### src/rtl/vga_text_pkg.sv
// Shared types and constants for the debug-display text fetch path.
// Optional feature macro: VGA_ROW_LABEL_EN (prefix each row with "HH:").
package vga_text_pkg;

  typedef enum logic [2:0] {
    ST_IDLE,
    ST_ADDR,
    ST_CAPTURE,
    ST_EMIT,
    ST_NEXT
  } fetch_state_t;

  localparam logic [7:0] ASCII_SPACE = 8'h20;
  localparam logic [7:0] ASCII_COLON = 8'h3A;
  localparam logic [7:0] ASCII_ZERO  = 8'h30;
  localparam logic [7:0] ASCII_A     = 8'h41;

  localparam int FIELD_W     = 32;
  localparam int FIELDS      = 4;
  localparam int FIELD_CHARS = 9;

`ifdef VGA_ROW_LABEL_EN
  localparam int LABEL_CHARS = 3;
`else
  localparam int LABEL_CHARS = 0;
`endif

  localparam int CHARS_PER_ROW = FIELDS * FIELD_CHARS + LABEL_CHARS;

endpackage

### src/rtl/vga_hex_char.sv
// Nibble to uppercase ASCII hex encoder; blank forces a space.
module vga_hex_char
  import vga_text_pkg::*;
(
  input  logic [3:0] nibble,
  input  logic       blank,
  output logic [7:0] ascii
);

  // Pure lookup: digits 0-9 then A-F, space when blanked
  always_comb begin
    ascii = ASCII_SPACE;
    if (!blank) begin
      if (nibble < 4'd10) begin
        ascii = ASCII_ZERO + {4'b0000, nibble};
      end else begin
        ascii = ASCII_A + {4'b0000, nibble} - 8'd10;
      end
    end
  end

endmodule

### src/rtl/vga_hex_row_fetch.sv
// Walks the debug-display RAM once per frame and streams each 128-bit row
// as ASCII hex characters (with row/column) over a valid/ready handshake.
// Optional feature macro: VGA_ROW_LABEL_EN adds a "HH:" row label.
module vga_hex_row_fetch
  import vga_text_pkg::*;
#(
  parameter int NUM_ROWS        = 46,
  parameter int REG_ROWS        = 32,
  parameter int CHARS_PER_FIELD = 9
) (
  input  logic         clk,
  input  logic         rst_n,
  input  logic         frame_start,
  output logic [5:0]   read_address,
  input  logic [127:0] ram_out,
  output logic         char_valid,
  input  logic         char_ready,
  output logic [7:0]   char_data,
  output logic [5:0]   char_col,
  output logic [5:0]   char_row,
  output logic         busy,
  output logic         frame_done
);

  localparam int         ROW_CHARS  = FIELDS * CHARS_PER_FIELD + LABEL_CHARS;
  localparam logic [5:0] LAST_COL   = 6'(ROW_CHARS - 1);
  localparam logic [5:0] LAST_ROW   = 6'(NUM_ROWS - 1);
  localparam logic [3:0] LAST_DIGIT = 4'(CHARS_PER_FIELD - 1);

  fetch_state_t   state_q, state_d;
  logic [5:0]     row_q, row_d;
  logic [5:0]     col_q, col_d;
  logic [1:0]     field_q, field_d;   // which 32-bit field is printing
  logic [3:0]     digit_q, digit_d;   // position inside field, last = space
  logic [127:0]   row_word_q, row_word_d;

  logic [FIELD_W-1:0] field_words [FIELDS];
  logic [FIELD_W-1:0] field_word;
  logic [FIELD_W-1:0] field_shift;
  logic [3:0]         enc_nibble;
  logic               enc_blank;
  logic [7:0]         enc_ascii;
  logic               row_blank;
  logic               emit_fire;
`ifdef VGA_ROW_LABEL_EN
  logic               in_label;
  logic               label_colon;
`endif

  // Split the latched word into fields, instr in the top slice
  for (genvar gi = 0; gi < FIELDS; gi++) begin : g_fields
    assign field_words[gi] = row_word_q[(FIELDS-1-gi)*FIELD_W +: FIELD_W];
  end

  assign field_word  = field_words[field_q];
  assign field_shift = field_word << {digit_q[2:0], 2'b00};
  // Rows past the register file alias RAM contents, so reg/float are hidden
  assign row_blank   = int'(row_q) >= REG_ROWS;
  assign emit_fire   = (state_q == ST_EMIT) && char_ready;
`ifdef VGA_ROW_LABEL_EN
  assign in_label    = col_q <= 6'd2;
`endif

  // State and counter registers
  always_ff @(posedge clk or negedge rst_n) begin
    if (!rst_n) begin
      state_q    <= ST_IDLE;
      row_q      <= '0;
      col_q      <= '0;
      field_q    <= '0;
      digit_q    <= '0;
      row_word_q <= '0;
    end else begin
      state_q    <= state_d;
      row_q      <= row_d;
      col_q      <= col_d;
      field_q    <= field_d;
      digit_q    <= digit_d;
      row_word_q <= row_word_d;
    end
  end

  // Next-state: fetch a row, latch it, emit its characters, advance
  always_comb begin
    state_d    = state_q;
    row_d      = row_q;
    col_d      = col_q;
    field_d    = field_q;
    digit_d    = digit_q;
    row_word_d = row_word_q;
    unique case (state_q)
      ST_IDLE: begin
        if (frame_start) begin
          row_d   = '0;
          state_d = ST_ADDR;
        end
      end
      ST_ADDR: begin
        state_d = ST_CAPTURE;
      end
      ST_CAPTURE: begin
        row_word_d = ram_out;
        col_d      = '0;
        field_d    = '0;
        digit_d    = '0;
        state_d    = ST_EMIT;
      end
      ST_EMIT: begin
        if (emit_fire) begin
          if (col_q == LAST_COL) begin
            state_d = ST_NEXT;
          end else begin
            col_d = col_q + 6'd1;
`ifdef VGA_ROW_LABEL_EN
            if (!in_label) begin
`endif
              if (digit_q == LAST_DIGIT) begin
                digit_d = '0;
                field_d = field_q + 2'd1;
              end else begin
                digit_d = digit_q + 4'd1;
              end
`ifdef VGA_ROW_LABEL_EN
            end
`endif
          end
        end
      end
      ST_NEXT: begin
        if (row_q == LAST_ROW) begin
          state_d = ST_IDLE;
        end else begin
          row_d   = row_q + 6'd1;
          state_d = ST_ADDR;
        end
      end
      default: state_d = ST_IDLE;
    endcase
  end

  // Nibble selection feeding the single encoder
  always_comb begin
    enc_nibble = field_shift[31:28];
    enc_blank  = (digit_q == LAST_DIGIT) ||
                 (row_blank && ((field_q == 2'd1) || (field_q == 2'd2)));
`ifdef VGA_ROW_LABEL_EN
    label_colon = 1'b0;
    if (col_q == 6'd0) begin
      enc_nibble = {2'b00, row_q[5:4]};
      enc_blank  = 1'b0;
    end else if (col_q == 6'd1) begin
      enc_nibble = row_q[3:0];
      enc_blank  = 1'b0;
    end else if (col_q == 6'd2) begin
      label_colon = 1'b1;
    end
`endif
  end

  vga_hex_char u_hex_char (
    .nibble (enc_nibble),
    .blank  (enc_blank),
    .ascii  (enc_ascii)
  );

  // Output character, held at zero outside the emit phase
  always_comb begin
    char_data = '0;
    if (state_q == ST_EMIT) begin
      char_data = enc_ascii;
`ifdef VGA_ROW_LABEL_EN
      if (label_colon) begin
        char_data = ASCII_COLON;
      end
`endif
    end
  end

  assign read_address = row_q;
  assign char_row     = row_q;
  assign char_col     = col_q;
  assign char_valid   = (state_q == ST_EMIT);
  assign busy         = (state_q != ST_IDLE);
  assign frame_done   = (state_q == ST_NEXT) && (row_q == LAST_ROW);

endmodule

### config.mk
export PLATFORM = sky130hd
export DESIGN_NAME = vga_hex_row_fetch
export DESIGN_NICKNAME = d
export VERILOG_FILES = /design/src/rtl/vga_text_pkg.sv /design/src/rtl/vga_hex_char.sv /design/src/rtl/vga_hex_row_fetch.sv
export SDC_FILE = /design/constraint.sdc
export NUM_CORES = 1
export LEC_CHECK = 0
export CORE_UTILIZATION = 46
export CTS_CLUSTER_SIZE = 10
export DETAILED_ROUTE_END_ITERATION = 10
export HOLD_SLACK_MARGIN = 0.05
export PLACE_DENSITY = 0.77
export REMOVE_ABC_BUFFERS = 1
export SLEW_MARGIN = 20
export SYNTH_ARGS = -nofsm -noshare
export SYNTH_HDL_FRONTEND = slang
export SYNTH_SLANG_ARGS = --single-unit
### constraint.sdc
create_clock -name clk -period 3.46 [get_ports clk]
set_clock_uncertainty 0.2 [all_clocks]
set_input_delay 1.038 -clock clk [delete_from_list [all_inputs] [get_ports clk]]
set_output_delay 1.038 -clock clk [all_outputs]
set_load 0.02 [all_outputs]
# ---- After elaboration in Yosys (flattened, before gate mapping)
# Index checks and enable logic that the tools add are counted.
dict set report word_totals {
  output_inout_bits 29
  mem_bits_ro 0
  regBits 149
  latch_bits 0
  memories 0
  wordCells 71
  in_bits 132
  mem_bits_rw 0
}
dict set report op_classes {
  mux 25
  reduce_logical 13
  mul 0
  magnitude_cmp 3
  div 0
  shift 1
  n_eq_ne 15
  n_addsub 7
  bitwise 1
}
# op count
set ops {}
lappend ops {{binary-select mux 32 bit (select 2 bit)} 1}
lappend ops {{2-to-1 mux 32 bit} 2}
lappend ops {{left shift 32 x 5 -> 32 bit} 1}
lappend ops {{2-to-1 mux 6 bit} 4}
lappend ops {{2-to-1 mux 8 bit} 3}
lappend ops {{one-hot mux 6 bit (2 select lines)} 2}
lappend ops {{one-hot mux 3 bit (5 select lines)} 1}
lappend ops {{adder 6 x 1 -> 6 bit (second input constant)} 2}
lappend ops {{== test 6 bit (second input constant)} 2}
lappend ops {{2-to-1 mux 4 bit} 3}
lappend ops {{2-to-1 mux 3 bit} 3}
lappend ops {{AND reduction 3 bit} 3}
lappend ops {{adder 7 x 4 -> 8 bit (first input constant)} 1}
lappend ops {{one-hot mux 4 bit (2 select lines)} 1}
lappend ops {{subtractor 8 x 4 -> 8 bit (second input constant)} 1}
lappend ops {{adder 6 x 4 -> 7 bit (first input constant)} 1}
lappend ops {{== test 3 x 2 -> 1 bit (second input constant)} 2}
lappend ops {{>= comparator 6 bit (second input constant)} 1}
lappend ops {{2-to-1 mux 2 bit} 3}
lappend ops {{inequality test 2 x 1 -> 1 bit (second input constant)} 3}
lappend ops {{inequality test 2 bit (second input constant)} 3}
lappend ops {{adder 4 x 1 -> 4 bit (second input constant)} 1}
lappend ops {{== test 4 bit (second input constant)} 1}
lappend ops {{< comparator 4 bit (second input constant)} 1}
lappend ops {{15 further kinds} 19}

# ---- Longest topological paths before layout
# Gate-level depths: netlist of run 1.
dict set report depth {
  ltp_word 10
  ltp_mapped 12
  depth_no_buf 9
}

# ---- Hierarchy
# A second synthesis of run 1 with hierarchy kept.
dict set report hier_totals {
  hier_cells 534
  area_unflattened_um2 7277.0
}
# module cells_per_inst area_per_inst_um2 instances seq_area_each_um2
set by_module_without_submodules {}
lappend by_module_without_submodules {vga_hex_row_fetch 514 7155.6 1 3728.6}
lappend by_module_without_submodules {vga_hex_char 20 121.4 1 0.0}

# ---- Worst setup path after synthesis of run 1
# Ideal clock, no wire load.
dict set report synth_path {
  path_kind {reg2out}
  start {reg field_q[0]}
  end {out char_data[4]}
  required_time_ns 2.222
  slack_ns -0.267
  stages_incl_launch_ff 9
  path_buffers 1
  arrival_time_ns 2.489
  cell_sequence {dfrtp_1 buf_6 mux4_2 mux4_2 mux2i_2 ha_1 nor3_1 or2_1 a21oi_1}
}
dict set report synth_between {
  elab_chain_len 10
  word_cells_on_any_way 17
  classes_between {add/sub (3); order compare (1); eq/ne (2); shift (1); mux (6); bitwise (1); reduce/logical (3)}
}
# element line
set synth_rtl {}
lappend synth_rtl {{start: declaration} vga_hex_row_fetch.sv:33} ;# logic [1:0] field_q, field_d;
lappend synth_rtl {{start signal: assignment} vga_hex_row_fetch.sv:77} ;# field_q <= field_d;
lappend synth_rtl {{NOT 2 -> 3 bit (implied by the code)} vga_hex_row_fetch.sv:55} ;# assign field_word = field_words[field_q];
lappend synth_rtl {{binary-select mux 32 bit (select 2 bit)} vga_hex_row_fetch.sv:55}
lappend synth_rtl {{2-to-1 mux 32 bit (implied by the code) (2 in series)} vga_hex_row_fetch.sv:55}
lappend synth_rtl {{left shift 32 x 5 -> 32 bit} vga_hex_row_fetch.sv:56} ;# assign field_shift = field_word << {digit_q[2:0], 2'b00};
lappend synth_rtl {{adder 7 x 4 -> 8 bit} vga_hex_char.sv:17} ;# ascii = ASCII_A + {4'b0000, nibble} - 8'd10;
lappend synth_rtl {{subtractor 8 x 4 -> 8 bit} vga_hex_char.sv:17}
lappend synth_rtl {{2-to-1 mux 8 bit} vga_hex_char.sv:14} ;# if (nibble < 4'd10) begin
lappend synth_rtl {{2-to-1 mux 8 bit (*)} vga_hex_char.sv:13} ;# if (!blank) begin
lappend synth_rtl {{2-to-1 mux 8 bit (*)} vga_hex_row_fetch.sv:169} ;# if (state_q == ST_EMIT) begin
lappend synth_rtl {{end: declaration} vga_hex_row_fetch.sv:18} ;# output logic [7:0] char_data,
# Mark *: on every way between the ends. The rest lies on a longest branch, timed or not. The select of a mux whose other input is x is not followed.

# ---- Worst setup path in the final report of run 1
# Same ends and word-level chain as after synthesis.

==> results of run 1 <==
Yosys cell counts (all sizes together):
cell       n
a211oi     1
a21bo      1
a21oi     10
a221oi     2
a22o       4
a22oi      6
a2bb2oi    1
a31o       1
a31oi      2
a32oi      4
a41oi      2
and2       3
and3       5
and3b      2
buf       33
clkbuf     5
conb       1
dfrtp    149
ha         7
inv       10
mux2     128
mux2i     32
mux4      21
nand2     18
nand2b     2
nand3      5
nand3b     3
nand4      7
nand4b     1
nor2      22
nor2b      6
nor3       6
nor3b      3
o21a       2
o21ai     11
o221ai     3
o311a      1
or2        1
or3        2
or3b       1
or4        1
xnor2      1
xor2      10
power breakdown:
| group | internal, mW | total (mW) | switching (mW) |
|---|---|---|---|
| registers | 2.58 | 3.07 | 0.497 |
| clock network | 1.14 | 1.80 | 0.657 |
| logic | 2.18 | 3.96 | 1.78 |
| total | 5.90 | 8.83 | 2.93 |
repair_timing:
action                                  4_1_cts  5_1_grt
buffers inserted                              4        2
endpoints found under the setup margin        8        7
resized for setup                            59        6
pin swaps                                     4        3
per-layer routing:
| layer | vias up | routed length, µm | global-route usage |
|---|---|---|---|
| met1 | 2521 | 7605 | 0.2899 |
| met2 | 142 | 8470 | 0.3748 |
| met3 | 16 | 770 | 0.04648 |
| li1 | 2318 | - | - |
| met5 | - | 0 | 0 |
| met4 | 0 | 215 | 0.06298 |
cell usage in the layout (no fill, tap or decap), drive strengths merged, types with 2 or more instances in the layout:
cell type and instances:
clkbuf 25, mux2 128, clkinv 2, nand4 7
xor2 10, bufinv 2, a22o 4, and3b 2
or3 2, a32oi 4, and3 5, o21ai 11
and2 3, nand3b 3, nand3 5, a221oi 2
ha 7, dfrtp 149, a21oi 10, a41oi 2
buf 54, inv 10, a22oi 6, nor2 22
mux4 21, nor3b 3, o221ai 3, clkdlybuf4s50 150
nor2b 6, nand2 18, a31oi 2, mux2i 32
o21a 2, nor3 6, nand2b 2
registers in the layout, summed over array words and instances, names as in the netlist:
| name | cells |
|---|---|
| field_words | 128 |
| char_col | 6 |
| char_row | 6 |
| digit_q | 4 |
| state_q | 3 |
| field_q | 2 |
area by class of cell:
cell class              instances  area (µm²)
fillers                      1141        5365
well taps                     211       264.0
clock inverters                 4       70.07
repair buffers                205        1993
inverters                      10       37.54
clock buffers                  25       505.5
multi-input cells             339        3347
flip-flops and latches        149        3732
worst min path at each step:
stage	end	slack, ns	cells after the start
2_1_floorplan	field_words[111]$_DFFE_PN0P_	0.25	1
3_3_place_gp	field_words[23]$_DFFE_PN0P_	0.26	1
3_5_place_dp	field_words[103]$_DFFE_PN0P_	0.27	1
4_1_cts	field_words[23]$_DFFE_PN0P_	0.29	1
5_1_grt	field_words[69]$_DFFE_PN0P_	0.30	1
6_report	field_words[120]$_DFFE_PN0P_	0.28	1
metrics by stage:
step	hold WS, ns	setup WS (ns)	cells	cell area, µm²	power (mW)
2_1_floorplan	0.2528	-4.685	498	7013	5.175
3_3_place_gp	0.2619	-0.9303	909	9224	6.548
3_5_place_dp	0.2713	-0.9761	909	9224	6.694
4_1_cts	0.2862	-0.7815	942	9921	8.703
5_1_grt	0.2974	-0.8087	943	9950	9.332
6_report	0.2812	-0.7482	943	9950	8.829
worst max-delay path: cells and delay by family (launching register included):
family,cells,cell delay [ns]
multiplexers,3,1.17
flip-flops,1,0.50
buffers and inverters,2,0.31
AND/OR/NAND/NOR,2,0.25
adder cells (fa/ha/maj),1,0.17
AO/OA/AOI/OAI,1,0.13
logic make-up (layout without fill, tap and decap cells):
| kind of cell | Yosys count | in the layout | synth area share |
|---|---|---|---|
| multiplexers | 181 | 181 | 0.3086 |
| AO/OA/AOI/OAI | 51 | 51 | 0.04968 |
| buffers and inverters | 48 | 244 | 0.03830 |
| AND/OR/NAND/NOR | 88 | 88 | 0.06348 |
| XOR/XNOR | 11 | 11 | 0.01328 |
| other | 1 | 1 | 0.0005170 |
| flip-flops | 149 | 149 | 0.5141 |
| adder cells (fa/ha/maj) | 7 | 7 | 0.01207 |
==> summary.md, run 1 <==
| Metric | Value |
|---|---|
| Maximum clock path buffer count | 2 |
| Clk root buf | clkbuf_16 |
| Initial antenna violation count | 0 |
| DR pass1 iterations | 4 |
| Share of Yosys cell area claimed by the top area cell type | 0.5141 |
| Final setup fails | 7 |
| Min-delay src | field_words[120]$_DFFE_PN0P_ |
| Gr usage total | 0.2218 |
| Seq/Total Area, Yosys | 0.5141 |
| Critical Path Sink | char_data[4] |
| # diodes | 0 |
| CTS tree | done |
| Iter 0 DRT Violations | 221 |
| Layout Utilization | 0.6497 |
| Hpwl dp | 12410 µm |
| Worst setup SP type | flip-flop |
| Final nets | 861 |
| Max Cap Violations | 0 |
| Status | finished, violations left |
| Routed WL | 17060 µm |
| Reg2reg start | char_col[0]$_DFFE_PN0P_ |
| Unrepaired setup endpoints after global routing | true |
| Power per cell area | 887.4 mW/mm² |
| Slew Limit Fails | 0 |
| CP most frequent cell | mux4_2 |
| WL per Instance | 18.09 µm |
| WP data arrival | 2.97 ns |
| Post-synthesis cell count | 536 |
| Core Area | 0.01531 mm² |
| CP max stage cell | mux4_2 |
| Worst min-delay path class | flip-flop to flip-flop |
| Worst setup EP type | output pin |
| Relative slew slack | 0.5432 |
| Slowest stage delay, CP | 0.52 ns |
| Top Ports | 161 |
| CP Max Fanout | 5 |
| Chip Width | 127.6 µm |
| Final hold vios | 0 |
| Global-route wire length before repair | 27430 µm |
| Flops & latches, synth | 149 |
| Placer Congestion | 0.8127 |
| Synth top area cells | dfrtp_1 (51%), mux2_1 (20%), mux4_2 (6.5%) |
| Starting Density | 0.4736 |
| Area Growth Syn to Fin | 37.17% |
| Leading area contributor after synthesis | dfrtp_1 |
| Synthesized area | 0.007253 mm² |
| CTS buffer count | 17 |
| Worst Setup SP | field_q[0]$_DFFE_PN0P_ |
| RR Endpoint | char_col[4]$_DFFE_PN0P_ |
| Reg-to-reg setup timing slack | 1.05 ns |
| Req. time, crit path | 2.22 ns |
| # hold bufs at CTS | 0 |
| Tcrit/Tclk final | 1.216 |
| Setup WS post-layout | -0.7482 ns |
| # H-tree levels | 4 |
| Die area | 0.01627 mm² |
| Ys Warns | 0 |
| Fmax | 237.6 MHz |
| Total number of vias | 4997 |
| Routed Antenna Nets | 0 |
| Average instance area after synthesis | 13.53 µm² |
| Clk slew on worst S/H paths | 0.06 ns |
| Largest net degree at the start of global routing | 67 |
| Die height | 127.6 µm |
| Gr ovfl total | 0 |
| Worst Setup Path Type | flip-flop to output pin |
| I/O Buffers | 159 |
| Post-layout min period | 4.208 ns |
| Layout cells sized above 1 | 0.1667 |
| Worst Max-Slew Pin Slew | 0.6853 ns |
| R2R depth | 7 |
| Maximum vdd drop | 0.7856 mV |
| Number of global-route vias before repair | 5389 |
| Clock latency on the worst-skew pair | 0.41 ns |
| Library cells used by synthesis | 53 |
| Clock sink count | 149 |
| Setup TNS | -4.479 ns |
| Violated checks | negative setup slack |
| Cells along the critical path | buf_12, mux4_2, mux4_2, mux2i_4, ha_4, nor3_1, or2_1, a21oi_1, buf_4 |
| DR DRC count | 0 |
| P_leak | 4.437 nW |
| Vias per inst | 5.299 |
| FP Rows | 45 |
(Power assumes the default switching activity.)
==> inputs of run 2 (changes only) <==
--- a/config.mk
+++ b/config.mk
@@ -8,6 +8,7 @@
 export CORE_UTILIZATION = 46
 export CTS_CLUSTER_SIZE = 10
 export DETAILED_ROUTE_END_ITERATION = 10
+export GPL_TIMING_DRIVEN = 0
 export HOLD_SLACK_MARGIN = 0.05
 export PLACE_DENSITY = 0.77
 export REMOVE_ABC_BUFFERS = 1
==> run 2 against run 1 <==
Compared with the run above:
- the flow still finishes with violations (negative setup slack)
- total power down 0.80%
- worst setup slack worse by 0.11 ns
- flip-flop and latch count unchanged
- critical path type unchanged
- highest routed layer unchanged
==> summary.md, run 2 (synthesis results as in run 1) <==
| Metric | Value |
|---|---|
| Slew Limit Fails | 0 (unchanged) |
| Final instance area | 0.009952 mm² (about the same) |
| Iter 0 DRT Violations | 235 (+6.3%) |
| Layer with the highest usage | met2 |
| Worst min-delay path class | flip-flop to flip-flop |
| Met2 Usage GRT | 0.3597 (-0.01511) |
| Layout Utilization | 0.6498 (about the same) |
| Most frequent cells in the layout | clkdlybuf4s50_1 (150), dfrtp_1 (145), mux2_1 (128) |
| WP data arrival | 3.08 ns (+0.11 ns) |
| Clock sink count | 149 (unchanged) |
| Met1 global-route usage | 0.2768 (-0.01308) |
| Maximum clock path buffer count | 2 (unchanged) |
| Worst setup SP type | flip-flop |
| Initial antenna violation count | 0 (unchanged) |
| Power Total | 8.759 mW (-0.80%) |
| Max Cap Violations | 0 (unchanged) |
| # H-tree levels | 4 (unchanged) |
| Maximum vdd drop | 0.4768 mV (-39%) |
| Max reg flops | 128 (unchanged) |
| Total number of vias | 4965 (-0.64%) |
| Clk root buf | clkbuf_16 |
| # diodes | 0 (unchanged) |
| WL per Instance | 17.79 µm (-1.7%) |
| CTS buffer count | 17 (unchanged) |
| Number of global-route vias before repair | 5306 (-1.5%) |
| Routed WL | 16390 µm (-4.0%) |
| Final setup fails | 7 (unchanged) |
| Post-route insts no fill | 921 (-2.3%) |
| Placer Congestion | 0.7820 (-3.8%) |
| Layout cells sized above 1 | 0.1423 (-0.02441) |
| Die height | 127.6 µm (unchanged) |
| CTS tree | done |
| Final nets | 836 (-2.9%) |
| Gr ovfl total | 0 (unchanged) |
| Req. time, crit path | 2.22 ns (about the same) |
| Relative slew slack | 0.5404 (-0.002740) |
| Gr usage total | 0.2166 (-0.005206) |
| CP Max Fanout | 5 (unchanged) |
| Die area | 0.01627 mm² (unchanged) |
| Routed Antenna Nets | 0 (unchanged) |
| Top Ports | 161 (unchanged) |
| Global-route wire length before repair | 26850 µm (-2.1%) |
| Cells after DPL | 876 (-3.6%) |
| Power per cell area | 880.1 mW/mm² (-0.83%) |
| Violated checks | negative setup slack |
| Chip Width | 127.6 µm (unchanged) |
| P_leak | 4.374 nW (-1.4%) |
| Area post-placement | 0.009079 mm² (-1.6%) |
| Worst Setup Path Type | flip-flop to output pin |
| Post-layout min period | 4.322 ns (+0.1141 ns) |
| Hpwl dp | 11660 µm (-6.0%) |
| Clk slew on worst S/H paths | 0.06 ns (about the same) |
| Clock latency on the worst-skew pair | 0.41 ns (about the same) |
| Starting Density | 0.4736 (unchanged) |
| Unrepaired setup endpoints after global routing | true |
| DR pass1 iterations | 4 (unchanged) |
| FP Rows | 45 (unchanged) |
| Worst Max-Slew Pin Slew | 0.6894 ns (+0.004111 ns) |
| Largest net degree at the start of global routing | 91 (+36%) |
| Final hold vios | 0 (unchanged) |
| Commonest non-fill, non-tap cell in the layout | clkdlybuf4s50_1 |
| Fmax | 231.4 MHz (-2.6%) |
| Core Area | 0.01531 mm² (unchanged) |
| GR Util met3 | 0.05318 (+0.006700) |
| Area Growth Syn to Fin | 37.21% (about the same) |
| # hold bufs at CTS | 0 (unchanged) |
| Tcrit/Tclk final | 1.249 (+0.03297) |
| DR DRC count | 0 (unchanged) |
| Vias per inst | 5.391 (+1.7%) |
| Setup WS post-layout | -0.8623 ns (-0.1141 ns) |
| Worst setup EP type | output pin |
| DP Worst Slack | -1.397 ns (-0.4210 ns) |
| I/O Buffers | 159 (unchanged) |
| Status | finished, violations left |
==> run 2: where the power goes <==
part	total, mW	switching, mW	internal [mW]
sequential	3.20	0.619	2.58
combinational	3.61	1.60	2.01
clock	1.95	0.685	1.26
==> run 2: through the flow <==
stage	setup TNS, ns	hold WS (ns)
2_1_floorplan	-538.57	0.2528
3_3_place_gp	-1499.97	0.2636
3_5_place_dp	-8.213	0.2732
4_1_cts	-5.275	0.2864
5_1_grt	-6.035	0.2964
6_report	-5.217	0.2815
==> run 2: worst paths after layout <==
check,from,end,slack (ns),depth (start not counted)
worst max-delay path,field_q[0]$_DFFE_PN0P_,char_data[6],-0.86,9
max in group asynchronous,rst_n,field_words[82]$_DFFE_PN0P_,1.92,2
worst max register to register,state_q[2]$_DFFE_PN0P_,field_words[22]$_DFFE_PN0P_,1.02,6
worst min-delay path,field_words[42]$_DFFE_PN0P_,field_words[42]$_DFFE_PN0P_,0.28,1
min in group asynchronous,rst_n,field_words[68]$_DFFE_PN0P_,0.41,1
worst min register to register,field_words[42]$_DFFE_PN0P_,field_words[42]$_DFFE_PN0P_,0.28,1
==> run 2: metal layers <==
metal	vias to the layer above	part of all wire
li1	2278	-
met1	2517	0.43
met2	150	0.50
met3	20	0.055
met4	0	0.013
met5	-	0
==> run 2: area by class of cell <==
class	count	area, µm²
clock inverter	8	146.4
multi-input combinational	339	3348
inverter	10	37.54
fill	1121	5363
tap	211	264.0
clock buffer	24	481.7
sequential	149	3741
timing repair buffer	180	1933
==> run 2: critical path: stages (launching register included) <==
cell     delay, ns
dfrtp_4       0.51
buf_12        0.15
mux4_2        0.51
mux4_2        0.52
mux2i_4       0.23
ha_4          0.17
nor3_1        0.05
or2_1         0.24
nor2b_1       0.13
buf_4         0.15
==> run 2: timing repair <==
| item | in CTS | in global routing |
|---|---|---|
| endpoints found under the hold margin | 0 | 0 |
| pin swaps | 2 | 5 |
| setup endpoints to repair | 8 | 8 |
| buffers inserted | 3 | 8 |
| resized for setup | 56 | 7 |
| cloned | 1 | 1 |
